File: src/rtl/dsp_equation_accum.sv
// dsp_equation_accum: streams an input file through the file port and
// reduces it by sum, saturating sum, min or max.
module dsp_equation_accum #(
  parameter int dw    = 32,
  parameter int ACC_W = 48,
  parameter int DEBUG = 0
) (
  input  logic          wb_clk,
  input  logic          wb_rst,
  input  logic          equation_enable,
  input  logic [dw-1:0] dsp_input0_reg,
  input  logic [dw-1:0] dsp_input1_reg,
  input  logic [dw-1:0] dsp_input3_reg,
  input  logic [1:0]    mode,
  output logic [7:0]    file_num,
  output logic          file_read,
  output logic          file_write,
  output logic [31:0]   file_write_data,
  input  logic [31:0]   file_read_data,
  input  logic          file_active,
  input  logic [31:0]   rd_ptr,
  input  logic [31:0]   wr_ptr,
  output logic          equation_done,
  output logic          interrupt,
  output logic          error,
  output logic [31:0]   dsp_output0_reg,
  output logic [31:0]   dsp_output1_reg,
  output logic [31:0]   dsp_output2_reg
);

  localparam int F_START  = 0;
  localparam int F_SZ_LSB = 1;
  localparam int F_SIGNED = 3;

  localparam logic [1:0] SZ_WORD = 2'd0;
  localparam logic [1:0] SZ_HALF = 2'd1;
  localparam logic [1:0] SZ_BYTE = 2'd2;

  localparam logic [1:0] M_SUM = 2'd0;
  localparam logic [1:0] M_SAT = 2'd1;
  localparam logic [1:0] M_MIN = 2'd2;

  typedef enum logic [3:0] {
    S_IDLE,
    S_READ,
    S_READ_WAIT,
    S_OP,
    S_WR_LO,
    S_WR_LO_WAIT,
    S_WR_HI,
    S_WR_HI_WAIT,
    S_DONE
  } state_t;

  state_t             state;
  logic [1:0]         mode_q;
  logic [1:0]         size_q;
  logic               sgn_q;
  logic [7:0]         out_file_q;
  logic [ACC_W-1:0]   acc_q;
  logic [31:0]        cnt_q;
  logic               first_q;
  logic               err_q;
  logic [31:0]        data_q;

  logic               start;
  logic [3:0][ACC_W-1:0] lane;
  logic [3:0]         lane_ok;
  logic [2:0]         inc;
  logic               bad_size;

  logic [ACC_W-1:0]   lsum;
  logic [ACC_W:0]     sum_x;
  logic [ACC_W-1:0]   sum_r;
  logic               ovf;
  logic [ACC_W-1:0]   sat_v;
  logic [ACC_W-1:0]   red;
  logic [ACC_W-1:0]   mm;
  logic [32:0]        cnt_x;
  logic [ACC_W-1:0]   acc_nxt;
  logic [31:0]        cnt_nxt;
  logic               first_nxt;
  logic               err_op;
  logic [63:0]        acc64;
  logic [31:0]        hi_word;

  logic               unused_ok;

  assign start = dsp_input0_reg[F_START] & equation_enable;
  assign error = err_q;

  function automatic logic [ACC_W-1:0] ext8(
    input logic [7:0] v,
    input logic       s
  );
    if (s) ext8 = ACC_W'($signed(v));
    else   ext8 = ACC_W'(v);
  endfunction

  function automatic logic [ACC_W-1:0] ext16(
    input logic [15:0] v,
    input logic        s
  );
    if (s) ext16 = ACC_W'($signed(v));
    else   ext16 = ACC_W'(v);
  endfunction

  function automatic logic [ACC_W-1:0] ext32(
    input logic [31:0] v,
    input logic        s
  );
    if (s) ext32 = ACC_W'($signed(v));
    else   ext32 = ACC_W'(v);
  endfunction

  function automatic logic lt(
    input logic [ACC_W-1:0] a,
    input logic [ACC_W-1:0] b,
    input logic             s
  );
    if (s) lt = $signed(a) < $signed(b);
    else   lt = a < b;
  endfunction

  // Split the captured word into extended lanes
  always_comb begin
    lane     = '0;
    lane_ok  = 4'b0000;
    inc      = 3'd0;
    bad_size = 1'b0;
    unique case (1'b1)
      (size_q == SZ_WORD): begin
        lane[0] = ext32(data_q, sgn_q);
        lane_ok = 4'b0001;
        inc     = 3'd1;
      end
      (size_q == SZ_HALF): begin
        lane[0] = ext16(data_q[15:0], sgn_q);
        lane[1] = ext16(data_q[31:16], sgn_q);
        lane_ok = 4'b0011;
        inc     = 3'd2;
      end
      (size_q == SZ_BYTE): begin
        lane[0] = ext8(data_q[7:0], sgn_q);
        lane[1] = ext8(data_q[15:8], sgn_q);
        lane[2] = ext8(data_q[23:16], sgn_q);
        lane[3] = ext8(data_q[31:24], sgn_q);
        lane_ok = 4'b1111;
        inc     = 3'd4;
      end
      default: bad_size = 1'b1;
    endcase
  end

  // Next accumulator, count and error for the OP cycle
  always_comb begin
    lsum  = lane[0] + lane[1] + lane[2] + lane[3];
    sum_x = {1'b0, acc_q} + {1'b0, lsum};
    sum_r = sum_x[ACC_W-1:0];
    if (sgn_q)
      ovf = (acc_q[ACC_W-1] == lsum[ACC_W-1]) &&
            (sum_r[ACC_W-1] != acc_q[ACC_W-1]);
    else
      ovf = sum_x[ACC_W];
    if (!sgn_q)
      sat_v = '1;
    else if (acc_q[ACC_W-1])
      sat_v = {1'b1, {(ACC_W-1){1'b0}}};
    else
      sat_v = {1'b0, {(ACC_W-1){1'b1}}};

    red = lane[0];
    for (int i = 1; i < 4; i++) begin
      if (lane_ok[i]) begin
        if (mode_q == M_MIN) begin
          if (lt(lane[i], red, sgn_q)) red = lane[i];
        end else begin
          if (lt(red, lane[i], sgn_q)) red = lane[i];
        end
      end
    end
    mm = acc_q;
    if (first_q)
      mm = red;
    else if (mode_q == M_MIN && lt(red, acc_q, sgn_q))
      mm = red;
    else if (mode_q != M_MIN && lt(acc_q, red, sgn_q))
      mm = red;

    cnt_x     = {1'b0, cnt_q} + {30'd0, inc};
    acc_nxt   = acc_q;
    cnt_nxt   = cnt_q;
    first_nxt = first_q;
    err_op    = 1'b0;
    if (bad_size) begin
      err_op = 1'b1;
    end else begin
      cnt_nxt = cnt_x[31:0];
      err_op  = cnt_x[32];
      unique case (1'b1)
        (mode_q == M_SUM): begin
          acc_nxt = sum_r;
          err_op  = err_op | ovf;
        end
        (mode_q == M_SAT): begin
          acc_nxt = ovf ? sat_v : sum_r;
          err_op  = err_op | ovf;
        end
        default: begin
          acc_nxt   = mm;
          first_nxt = 1'b0;
        end
      endcase
    end
  end

  // Upper result word, extended to 32 bits by the sample signedness
  always_comb begin
    if (sgn_q) acc64 = 64'($signed(acc_q));
    else       acc64 = 64'(acc_q);
    hi_word = acc64[63:32];
  end

  // Control FSM with registered file-port and status outputs
  always_ff @(posedge wb_clk) begin
    if (wb_rst) begin
      state           <= S_IDLE;
      mode_q          <= 2'd0;
      size_q          <= 2'd0;
      sgn_q           <= 1'b0;
      out_file_q      <= 8'd0;
      acc_q           <= '0;
      cnt_q           <= 32'd0;
      first_q         <= 1'b0;
      err_q           <= 1'b0;
      data_q          <= 32'd0;
      file_num        <= 8'd0;
      file_read       <= 1'b0;
      file_write      <= 1'b0;
      file_write_data <= 32'd0;
      equation_done   <= 1'b0;
      interrupt       <= 1'b0;
      dsp_output0_reg <= 32'd0;
      dsp_output1_reg <= 32'd0;
      dsp_output2_reg <= 32'd0;
    end else begin
      equation_done <= 1'b0;
      interrupt     <= 1'b0;
      unique case (state)
        S_IDLE: begin
          file_read  <= 1'b0;
          file_write <= 1'b0;
          file_num   <= dsp_input1_reg[7:0];
          if (start) begin
            mode_q          <= mode;
            size_q          <= dsp_input0_reg[F_SZ_LSB +: 2];
            sgn_q           <= dsp_input0_reg[F_SIGNED];
            out_file_q      <= dsp_input3_reg[7:0];
            acc_q           <= '0;
            cnt_q           <= 32'd0;
            err_q           <= 1'b0;
            first_q         <= 1'b1;
            dsp_output0_reg <= 32'd0;
            dsp_output1_reg <= 32'd0;
            dsp_output2_reg <= 32'd0;
            if (rd_ptr == wr_ptr) begin
              file_num        <= dsp_input3_reg[7:0];
              file_write      <= 1'b1;
              file_write_data <= 32'd0;
              state           <= S_WR_LO;
            end else begin
              file_read <= 1'b1;
              state     <= S_READ;
            end
          end
        end
        S_READ: begin
          if (file_active) begin
            file_read <= 1'b0;
            state     <= S_READ_WAIT;
          end
        end
        S_READ_WAIT: begin
          if (file_active) data_q <= file_read_data;
          else             state  <= S_OP;
        end
        S_OP: begin
          acc_q   <= acc_nxt;
          cnt_q   <= cnt_nxt;
          first_q <= first_nxt;
          if (err_op) err_q <= 1'b1;
          if (rd_ptr != wr_ptr) begin
            file_read <= 1'b1;
            state     <= S_READ;
          end else begin
            file_num        <= out_file_q;
            file_write      <= 1'b1;
            file_write_data <= acc_nxt[31:0];
            state           <= S_WR_LO;
          end
        end
        S_WR_LO: begin
          if (file_active) begin
            file_write <= 1'b0;
            state      <= S_WR_LO_WAIT;
          end
        end
        S_WR_LO_WAIT: begin
          if (!file_active) begin
            file_write      <= 1'b1;
            file_write_data <= hi_word;
            state           <= S_WR_HI;
          end
        end
        S_WR_HI: begin
          if (file_active) begin
            file_write <= 1'b0;
            state      <= S_WR_HI_WAIT;
          end
        end
        S_WR_HI_WAIT: begin
          if (!file_active) begin
            equation_done   <= 1'b1;
            interrupt       <= 1'b1;
            dsp_output0_reg <= acc_q[31:0];
            dsp_output1_reg <= hi_word;
            dsp_output2_reg <= cnt_q;
            state           <= S_DONE;
          end
        end
        S_DONE: begin
          state <= S_IDLE;
        end
        default: begin
          file_read  <= 1'b0;
          file_write <= 1'b0;
          state      <= S_IDLE;
        end
      endcase
    end
  end

  assign unused_ok = ^{dsp_input0_reg[dw-1:4],
                       dsp_input1_reg[dw-1:8],
                       dsp_input3_reg[dw-1:8],
                       acc64[31:0]} ^ (DEBUG != 0);

endmodule
File: config.mk
export PLATFORM = sky130hd
export DESIGN_NAME = dsp_equation_accum
export DESIGN_NICKNAME = d
export VERILOG_FILES = /design/src/rtl/dsp_equation_accum.sv
export SDC_FILE = /design/constraint.sdc
export NUM_CORES = 1
export LEC_CHECK = 0
export ABC_AREA = 1
export ABC_CLOCK_PERIOD_IN_PS = 25000
export CAP_MARGIN = 5
export CELL_PAD_IN_SITES_DETAIL_PLACEMENT = 1
export CELL_PAD_IN_SITES_GLOBAL_PLACEMENT = 2
export CORE_ASPECT_RATIO = 1.5
export CORE_MARGIN = 5
export CORE_UTILIZATION = 35
export CTS_CLUSTER_DIAMETER = 200
export DETAILED_ROUTE_END_ITERATION = 10
export PLACE_DENSITY = 0.95
export SETUP_SLACK_MARGIN = 0.15
export SLEW_MARGIN = 10
export SYNTH_ARGS = -nofsm -noshare
export SYNTH_HDL_FRONTEND = slang
export SYNTH_SLANG_ARGS = --single-unit
File: constraint.sdc
create_clock -name wb_clk -period 25 [get_ports wb_clk]
set_input_delay 2.5 -clock wb_clk [delete_from_list [all_inputs] [get_ports wb_clk]]
set_output_delay 2.5 -clock wb_clk [all_outputs]
set_load 0.005 [all_outputs]
==> results of run 1 <==
## synthesized netlist by cell type, types with 46 or more instances
cell type	instances
sky130_fd_sc_hd__buf_2	46
sky130_fd_sc_hd__nand4_1	49
sky130_fd_sc_hd__nand3_1	284
sky130_fd_sc_hd__inv_2	46
sky130_fd_sc_hd__inv_1	514
sky130_fd_sc_hd__o21ai_0	289
sky130_fd_sc_hd__nand2_1	927
sky130_fd_sc_hd__xor2_1	63
sky130_fd_sc_hd__dfxtp_1	255
sky130_fd_sc_hd__clkbuf_1	96
sky130_fd_sc_hd__nor3_1	47
sky130_fd_sc_hd__nand2_2	120
sky130_fd_sc_hd__fa_1	69
sky130_fd_sc_hd__ha_1	387
sky130_fd_sc_hd__a21oi_1	510
sky130_fd_sc_hd__nand3_2	74
sky130_fd_sc_hd__nor2_1	318
## worst register-to-register path, delay by kind of cell, from the launching register on
family,cells,cell delay (ps)
AOI/OAI and AO/OA,11,3150
DFF,1,340
and+or+nand+nor,50,7850
buffers and inverters,13,2980
adders and majority gates,5,2290
## per-layer routing
metal | track usage [%] | wire length [um] | vias up
met5 | 0 | 0 | -
met4 | 13.1 | 7340 | 0
met3 | 2.21 | 3890 | 250
met2 | 48.6 | 63000 | 660
met1 | 26.3 | 45000 | 15000
li1 | - | - | 15100
## through the flow
stage | hold WS [ps] | cell area [sq um] | utilization, % | cells | setup WS, ps
floorplan | 431 | 29800 | - | 4482 | 14200
global placement | 451 | 33200 | 39.1 | 5715 | 8630
detailed placement | 457 | 33200 | 39.1 | 5715 | 8270
CTS | 468 | 34200 | 40.3 | 5769 | 8160
global route | 487 | 34200 | 40.3 | 5769 | 6990
finish | 461 | 34200 | 40.3 | 5769 | 8230
## path summary, 6_finish.rpt
path	start	endpoint	cells after the start	slack, ps
worst max register to register	size_q[0]	acc_q[42]	79	8230
worst min-delay path	data_q[1]	data_q[1]	2	460
worst max-delay path	size_q[0]	acc_q[42]	79	8230
worst min register to register	data_q[1]	data_q[1]	2	460
## cells in the final DEF, fill, tap and decap left out, types with 18 or more instances in the layout
| cell | n |
|---|---|
| sky130_fd_sc_hd__nand2_1 | 925 |
| sky130_fd_sc_hd__inv_1 | 511 |
| sky130_fd_sc_hd__a21oi_1 | 510 |
| sky130_fd_sc_hd__ha_1 | 385 |
| sky130_fd_sc_hd__nor2_1 | 311 |
| sky130_fd_sc_hd__o21ai_0 | 289 |
| sky130_fd_sc_hd__nand3_1 | 284 |
| sky130_fd_sc_hd__clkdlybuf4s50_1 | 261 |
| sky130_fd_sc_hd__dfxtp_1 | 255 |
| sky130_fd_sc_hd__nand2_2 | 122 |
| sky130_fd_sc_hd__nand3_2 | 74 |
| sky130_fd_sc_hd__fa_1 | 69 |
| sky130_fd_sc_hd__xor2_1 | 63 |
| sky130_fd_sc_hd__nand4_1 | 49 |
| sky130_fd_sc_hd__inv_2 | 47 |
| sky130_fd_sc_hd__nor3_1 | 47 |
| sky130_fd_sc_hd__buf_4 | 37 |
| sky130_fd_sc_hd__xnor2_1 | 32 |
| sky130_fd_sc_hd__clkbuf_16 | 29 |
| sky130_fd_sc_hd__a31oi_1 | 26 |
| sky130_fd_sc_hd__o21ai_1 | 22 |
| sky130_fd_sc_hd__o211ai_1 | 22 |
| sky130_fd_sc_hd__a221oi_1 | 20 |
| sky130_fd_sc_hd__a21oi_2 | 18 |
## kinds of logic after synthesis
| kind of cell | Yosys count | share of synthesized area [%] |
|---|---|---|
| DFF | 255 | 17.1 |
| xor gates and xnor gates | 95 | 2.79 |
| buffers and inverters | 763 | 10.5 |
| adders and majority gates | 456 | 20.9 |
| AOI/OAI and AO/OA | 1017 | 19.1 |
| and+or+nand+nor | 1896 | 29.7 |
## area by class of cell
type | count | area, sq um | share of cell area (%)
clock inverter | 20 | 248 | 0.724
inverter | 567 | 2140 | 6.24
sequential | 255 | 5100 | 14.9
clock buffer | 34 | 774 | 2.26
multi-input combinational | 3464 | 21600 | 63.2
timing repair buffer | 299 | 2900 | 8.46
tap | 1130 | 1410 | 4.13
## report_power, final
part | switching, mW | internal, mW
registers | 0.0327 | 0.455
clock network | 0.198 | 0.267
logic | 1.61 | 0.742
total | 1.84 | 1.46
==> results.md, run 1 <==
Synthesis:
- The number of register bits inferred by synthesis is 255.
- The synthesized design contains 0 enable-type register cells.
- The area of the mapped netlist is slightly below 0.03 sq mm.
- Synthesis produced between 4,000 and 5,000 cells.
- The proportion of synthesized chip area in sequential cells is between 15 and 20%.
- For this run, the number of Yosys warnings is 0.
- The unique cell type count in the Yosys netlist is just under 70.
- The leading area contributor after synthesis is sky130_fd_sc_hd__dfxtp_1.
- The most common flop cell mapped by yosys is sky130_fd_sc_hd__dfxtp_1.
- The synthesized netlist net count is 5,136.
- The area share of the leading cell type in the synthesized netlist is ~17%.
- The average instance in the mapped netlist occupies 6.66 sq um.
- In the post-synthesis netlist, the biggest area contributors are sky130_fd_sc_hd__dfxtp_1 (17%), sky130_fd_sc_hd__ha_1 (16%), sky130_fd_sc_hd__nand2_1 (12%).
- The proportion of synthesized flip-flops having asynchronous set or reset is 0%.

Layout:
- The register bank with the most flops is acc_q.
- The layout has between 10,000 and 15,000 filler cells.
- The final layout contains 5,270 nets.
- Relative to the synthesized area, the layout overhead comes to 14.7%.
- The number of antenna diodes in the final layout is 0.
- The flip-flop count of the largest register, all copies and words added is 48.
- The share of post-route cells with drive strength above 1 is 9.53%.

Timing:
- The relative max-transition margin is a little under a fifth.
- Adding up every negative setup slack in the final design gives 0 ps.
- Counting I/O delays and the setup requirement, the final critical path takes around 17,000 ps.
- For the final database, setup skew stands at approximately 63 ps.
- The pin slew with the least headroom to its limit is approximately 1200 ps.
- The final clock period utilization by the worst path is around 67%.
- Static timing analysis puts the maximum clock frequency at a little under 60 MHz.
- Setup repair after global routing left no endpoint under its margin.
- The final hold violation count was 0.
- The number of pins exceeding their max-slew limit in the final report is 0.
- The final count of negative-setup-slack endpoints is 0.

Die:
- The region available for standard cell placement spans approximately 0.085 sq mm.
- The die is about 370 um tall.
- The die covers just over 0.09 sq mm.
- The die is between 200 and 250 um wide.
- For this design the top-level I/O count stands at roughly 340.
- In this run the core area contains ~130 standard-cell rows.
- For this configuration, the core starts out at a cell density of a little over a third.

GRT:
- The total overflow left after global routing is 0.
- The number of global-route vias before repair came to 32,600.
- The pin count of the biggest net entering global routing is 84.
- Global routing used roughly 25% of the available tracks across all layers.
- The initial antenna violation count is 0.
- The global-route wire length before repair is 183 mm.

Worst setup path:
- STA classifies the critical path endpoint as a flip-flop.
- The slowest stage cell on the critical path is sky130_fd_sc_hd__o21ai_2.
- The cell repeated most along the worst path is sky130_fd_sc_hd__nand2_1.
- Among cell families on the critical path, the largest total delay comes from simple AND/OR/NAND/NOR gates.
- The worst setup path is launched from a flip-flop.
- The critical path data required time is ~25,000 ps.
- The worst setup path is of the reg -> reg kind.
- The worst-path maximum fanout is 40.
- Together, buffers and inverters on the worst path number 13.
- The maximum single-stage delay on the critical path is approximately 930 ps.
- STA puts the critical path data arrival time at roughly 17,000 ps.

Power and ir drop:
- The power per unit of standard cell area is approximately 97 mW/mm^2.
- The static power due to leakage is between 15 and 20 nW.
- The maximum vdd drop is roughly 0.13 mV.
- The total power consumption of the routed design is between 3 and 4 mW.

Clock network:
- The clock passes through at most 3 buffers.
- Counting the buffers created by CTS gives 29.
- The setup fix buffers added after clock tree synthesis is 0.
- The clock latency reported for the late side of the worst-skew pair is roughly 620 ps.
- The tree is rooted in a sky130_fd_sc_hd__clkbuf_16.
- The hold buffer count at cts is 0.
- Clock-pin slew was measured on the worst setup and hold paths at 60 ps.
- In this run the number of H-tree levels came out at 1.
- CTS saw around 260 sinks.
- The TritonCTS clock tree is yes.
- Gates resized during post-CTS repair numbered 0.

Route:
- The count of routing violations after the opening detailed-route iteration is approximately 1,200.
- The average routed wire per standard cell is roughly 21 um.
- The first detailed-routing pass took 5 iterations.
- Once detail routing completed, the nets flagged for antenna violations numbered 0.
- The via count is between 30,000 and 40,000.
- After detailed routing, the number of remaining DRC violations is 0.
- Using the TritonRoute via totals, the vias-per-cell ratio works out to around 5.4.
- The routed design has 119 mm of wire.

Min path:
- The min-delay analysis places its worst path in the category reg -> reg.

Job:
- Across the run, the number of max-cap violations was 0.

Placement:
- The HPWL after detailed placement is just under 100 mm.
- At the end of routability-driven placement, the weighted congestion stood at ~0.95.
- The count of buffers added on input and output ports is around 260.

Status:
- The flow ran to the end, and the final reports show no timing, DRC or antenna violations.
No activity file was read; power rests on OpenSTA's default activity.
==> inputs of run 2 (changes only) <==
ABC_CLOCK_PERIOD_IN_PS = 16100   (was 25000)
CORE_UTILIZATION = 32   (was 35)
PLACE_DENSITY = 0.89   (was 0.95)
clock period = 16.1 ns   (was 25 ns; I/O delays follow)
==> results.md, run 2 (synthesis results as in run 1) <==
Clock network:
- The CTS root buffer is sky130_fd_sc_hd__clkbuf_16 (unchanged).
- The setup fix buffers added after clock tree synthesis came to 0 (unchanged).
- The hold buffer count at cts is 0 (unchanged).
- The TritonCTS buffer count is 28 (was 29).
- The count of instances resized after the clock tree is built is 0 (unchanged).
- The clock input transition at the sequential cells of the worst setup and hold paths is 60 ps (about the same).
- The H-tree depth was 1 (unchanged).
- The largest buffer count on any clock path is 3 (unchanged).
- The TritonCTS clock tree is yes (unchanged).
- The clock latency reported for the late side of the worst-skew pair is 600 ps (was 620 ps).
- The count of clock tree sinks was 255 (unchanged).

Layout:
- The growth of design area from synthesis to finish came to 15.8% (was 14.7%).
- The flip-flop count of the largest register, all copies and words added came to 48 (unchanged).
- The design area is 0.0346 sq mm (was 0.0342 sq mm).
- The number of standard cells in the final layout excluding fillers came to 5,916 (was 5,769).
- The final layout net count is 5,299 (was 5,270).
- Most frequent cells in the layout: sky130_fd_sc_hd__nand2_1 (925), sky130_fd_sc_hd__inv_1 (511), sky130_fd_sc_hd__a21oi_1 (509), sky130_fd_sc_hd__ha_1 (385), sky130_fd_sc_hd__nor2_1 (311) (was sky130_fd_sc_hd__nand2_1 (925), sky130_fd_sc_hd__inv_1 (511), sky130_fd_sc_hd__a21oi_1 (510), sky130_fd_sc_hd__ha_1 (385), sky130_fd_sc_hd__nor2_1 (311)).
- The final core area utilization is 37.3% (was 40.3%).
- The footprint of the flip-flops and latches came to 0.00510 sq mm (unchanged).
- The most common cell after layout, fill and taps aside is sky130_fd_sc_hd__nand2_1 (unchanged).
- The total of fill cells in the finished design is 11,900 (was 11,100).
- The share of post-route cells with drive strength above 1 came to 9.95% (was 9.53%).
- The area of combinational cells with multiple inputs came to 0.0216 sq mm (about the same).
- The register bank with the most flops is acc_q (unchanged).

Timing:
- The timing-limited maximum frequency is 70.7 MHz (was 59.6 MHz).
- The worst-case setup margin in the final layout came to 1950 ps (was 8230 ps).
- The final hold violation count is 0 (unchanged).
- The relative max-transition margin is 24.5% (was 19.2%).
- The final count of negative-setup-slack endpoints is 0 (unchanged).
- RSZ-0062 raised after global routing: false (unchanged).
- The number of pins exceeding their max-slew limit in the final report came to 0 (unchanged).
- The maximum clock skew at final layout is 42.8 ps (was 62.6 ps).
- The pin slew with the least headroom to its limit came to 1130 ps (was 1200 ps).
- The final clock period utilization by the worst path is 87.9% (was 67.1%).
- The final total negative setup slack was 0 ps (unchanged).
- The time the final worst path needs with I/O delays and setup is 14,150 ps (was 16,770 ps).
- The worst hold slack across all endpoints is 462 ps (was 461 ps).

Die:
- The number of placement rows is 137 (was 131).
- The number of I/O pins is 339 (unchanged).
- The overall die width came to 259 um (was 248 um).
- The vertical die dimension came to 384 um (was 368 um).
- The core outline area is 0.0927 sq mm (was 0.0849 sq mm).
- The starting density of the core is 32.2% (was 35.1%).
- The area of the die is 0.0996 sq mm (was 0.0913 sq mm).

Power and ir drop:
- The switching share of power is 55.1% (was 55.7%).
- The net load switching power is 2.83 mW (was 1.84 mW).
- The internal power is 2.30 mW (was 1.46 mW).
- The part of the power in combinational logic is 72.3% (was 71.2%).
- The power per unit of standard cell area came to 148 mW/mm^2 (was 96.6 mW/mm^2).
- The total power consumption of the routed design is 5.13 mW (was 3.31 mW).
- The sequential power share is 14.8% (was 14.7%).
- The maximum vdd drop is 0.182 mV (was 0.129 mV).
- The static power due to leakage is 16.2 nW (was 16.1 nW).
- The clock network power share is 12.8% (was 14.1%).

Placement:
- The routability congestion estimate was 0.973 (was 0.950).
- The cell area after placement is 0.0336 sq mm (was 0.0332 sq mm).
- The count of input and output buffers was 262 (unchanged).
- The cell total after placement is 5,865 (was 5,715).
- The worst slack at placement is 1950 ps (was 8270 ps).
- The HPWL after detailed placement is 98.2 mm (was 97.6 mm).

Route:
- The number of search-and-repair iterations in the first detailed-routing pass is 7 (was 5).
- The routed via count divided by cell count was 5.22 (was 5.37).
- The number of DRC violations after detailed routing is 0 (unchanged).
- The total detailed-routing wirelength is 119 mm (about the same).
- The via count is 30,900 (was 31,000).
- The average routed wire per standard cell was 20.0 um (was 20.7 um).
- The remaining antenna violation count after routing is 0 (unchanged).
- The count of routing violations after the opening detailed-route iteration is 1,206 (was 1,207).

Worst setup path:
- The register-to-register setup slack was 1950 ps (was 8230 ps).
- The cell type group with the largest total delay on the critical path is simple AND/OR/NAND/NOR gates (unchanged).
- The worst-path maximum fanout is 35 (was 40).
- The category of the worst setup path capture point was a flip-flop (unchanged).
- The slowest stage cell on the critical path is sky130_fd_sc_hd__nor4_1 (was sky130_fd_sc_hd__o21ai_2).
- The sum of buffers and inverters on the critical path came to 12 (was 13).
- The arrival time of data at the critical path endpoint is 14,640 ps (was 17,210 ps).
- The maximum single-stage delay on the critical path was 800 ps (was 930 ps).
- The critical path startpoint category is a flip-flop (unchanged).
- The cell repeated most along the worst path is sky130_fd_sc_hd__nand2_1 (unchanged).
- The critical path data required time came to 16,590 ps (was 25,440 ps).
- The critical path start-end classification is reg -> reg (unchanged).

Status:
- Status: finished clean (unchanged).

GRT:
- The initial antenna violation count is 2 (was 0).
- The global routing usage summed across all routing layers is 22.8% (was 25.1%).
- The global-route congestion overflow total is 0 (unchanged).
- The pin count of the biggest net entering global routing is 86 (was 84).
- The number of global-route vias before repair is 32,500 (was 32,600).
- The global-route wire length before repair is 183 mm (about the same).

Job:
- The count of maximum capacitance violations is 0 (unchanged).

Min path:
- The class of the tightest hold or removal check is reg -> reg (unchanged).
==> run 2: cell types whose count changed in the layout (fill, tap and decap cells not counted), sizes merged <==
cell / before / now
bufinv: 4 / 2
buf: 38 / 68
diode: 0 / 1
clkinv: 15 / 12
clkbuf: 34 / 38
inv: 566 / 562
==> run 2: layout make-up <==
type	instances	share of cell area, %
multi-input cells	3464	62.6
flip-flops and latches	255	14.8
repair buffers	329	9.19
inverters	567	6.18
well taps	1251	4.53
clock buffers	38	2.29
clock inverters	11	0.384
diodes	1	0.00724
==> run 2: power by group through the flow <==
stage	clock network [mW]	logic (mW)	registers [mW]
CTS	0.677	3.74	0.762
finish	0.659	3.71	0.761
global route	0.697	4.11	0.771
global placement	0	3.62	0.774
detailed placement	0	3.72	0.775
floorplan	0	2.60	0.760
==> run 2: final timing paths <==
| check | startpoint | end | depth (start not counted) |
|---|---|---|---|
| hold reg to reg | data_q[3] | data_q[3] | 2 |
| setup reg to reg | size_q[0] | acc_q[29] | 71 |
| setup / recovery | size_q[0] | acc_q[29] | 71 |
| hold / removal | data_q[3] | data_q[3] | 2 |
==> run 2: worst reg2reg max path: cells and delay by family (launching register included) <==
family                     cells  cell delay [ps]
and+or+nand+nor               35             5500
DFF                            1              340
AOI/OAI and AO/OA             19             4020
adders and majority gates      5             1950
buffers and inverters         12             2240
==> run 2: metal layers <==
metal  GRT usage [%]  share of wire [%]
met1            24.2                 38
met2            44.2                 52
met3            2.23                3.3
met4            11.7                6.2
met5               0             0.0059
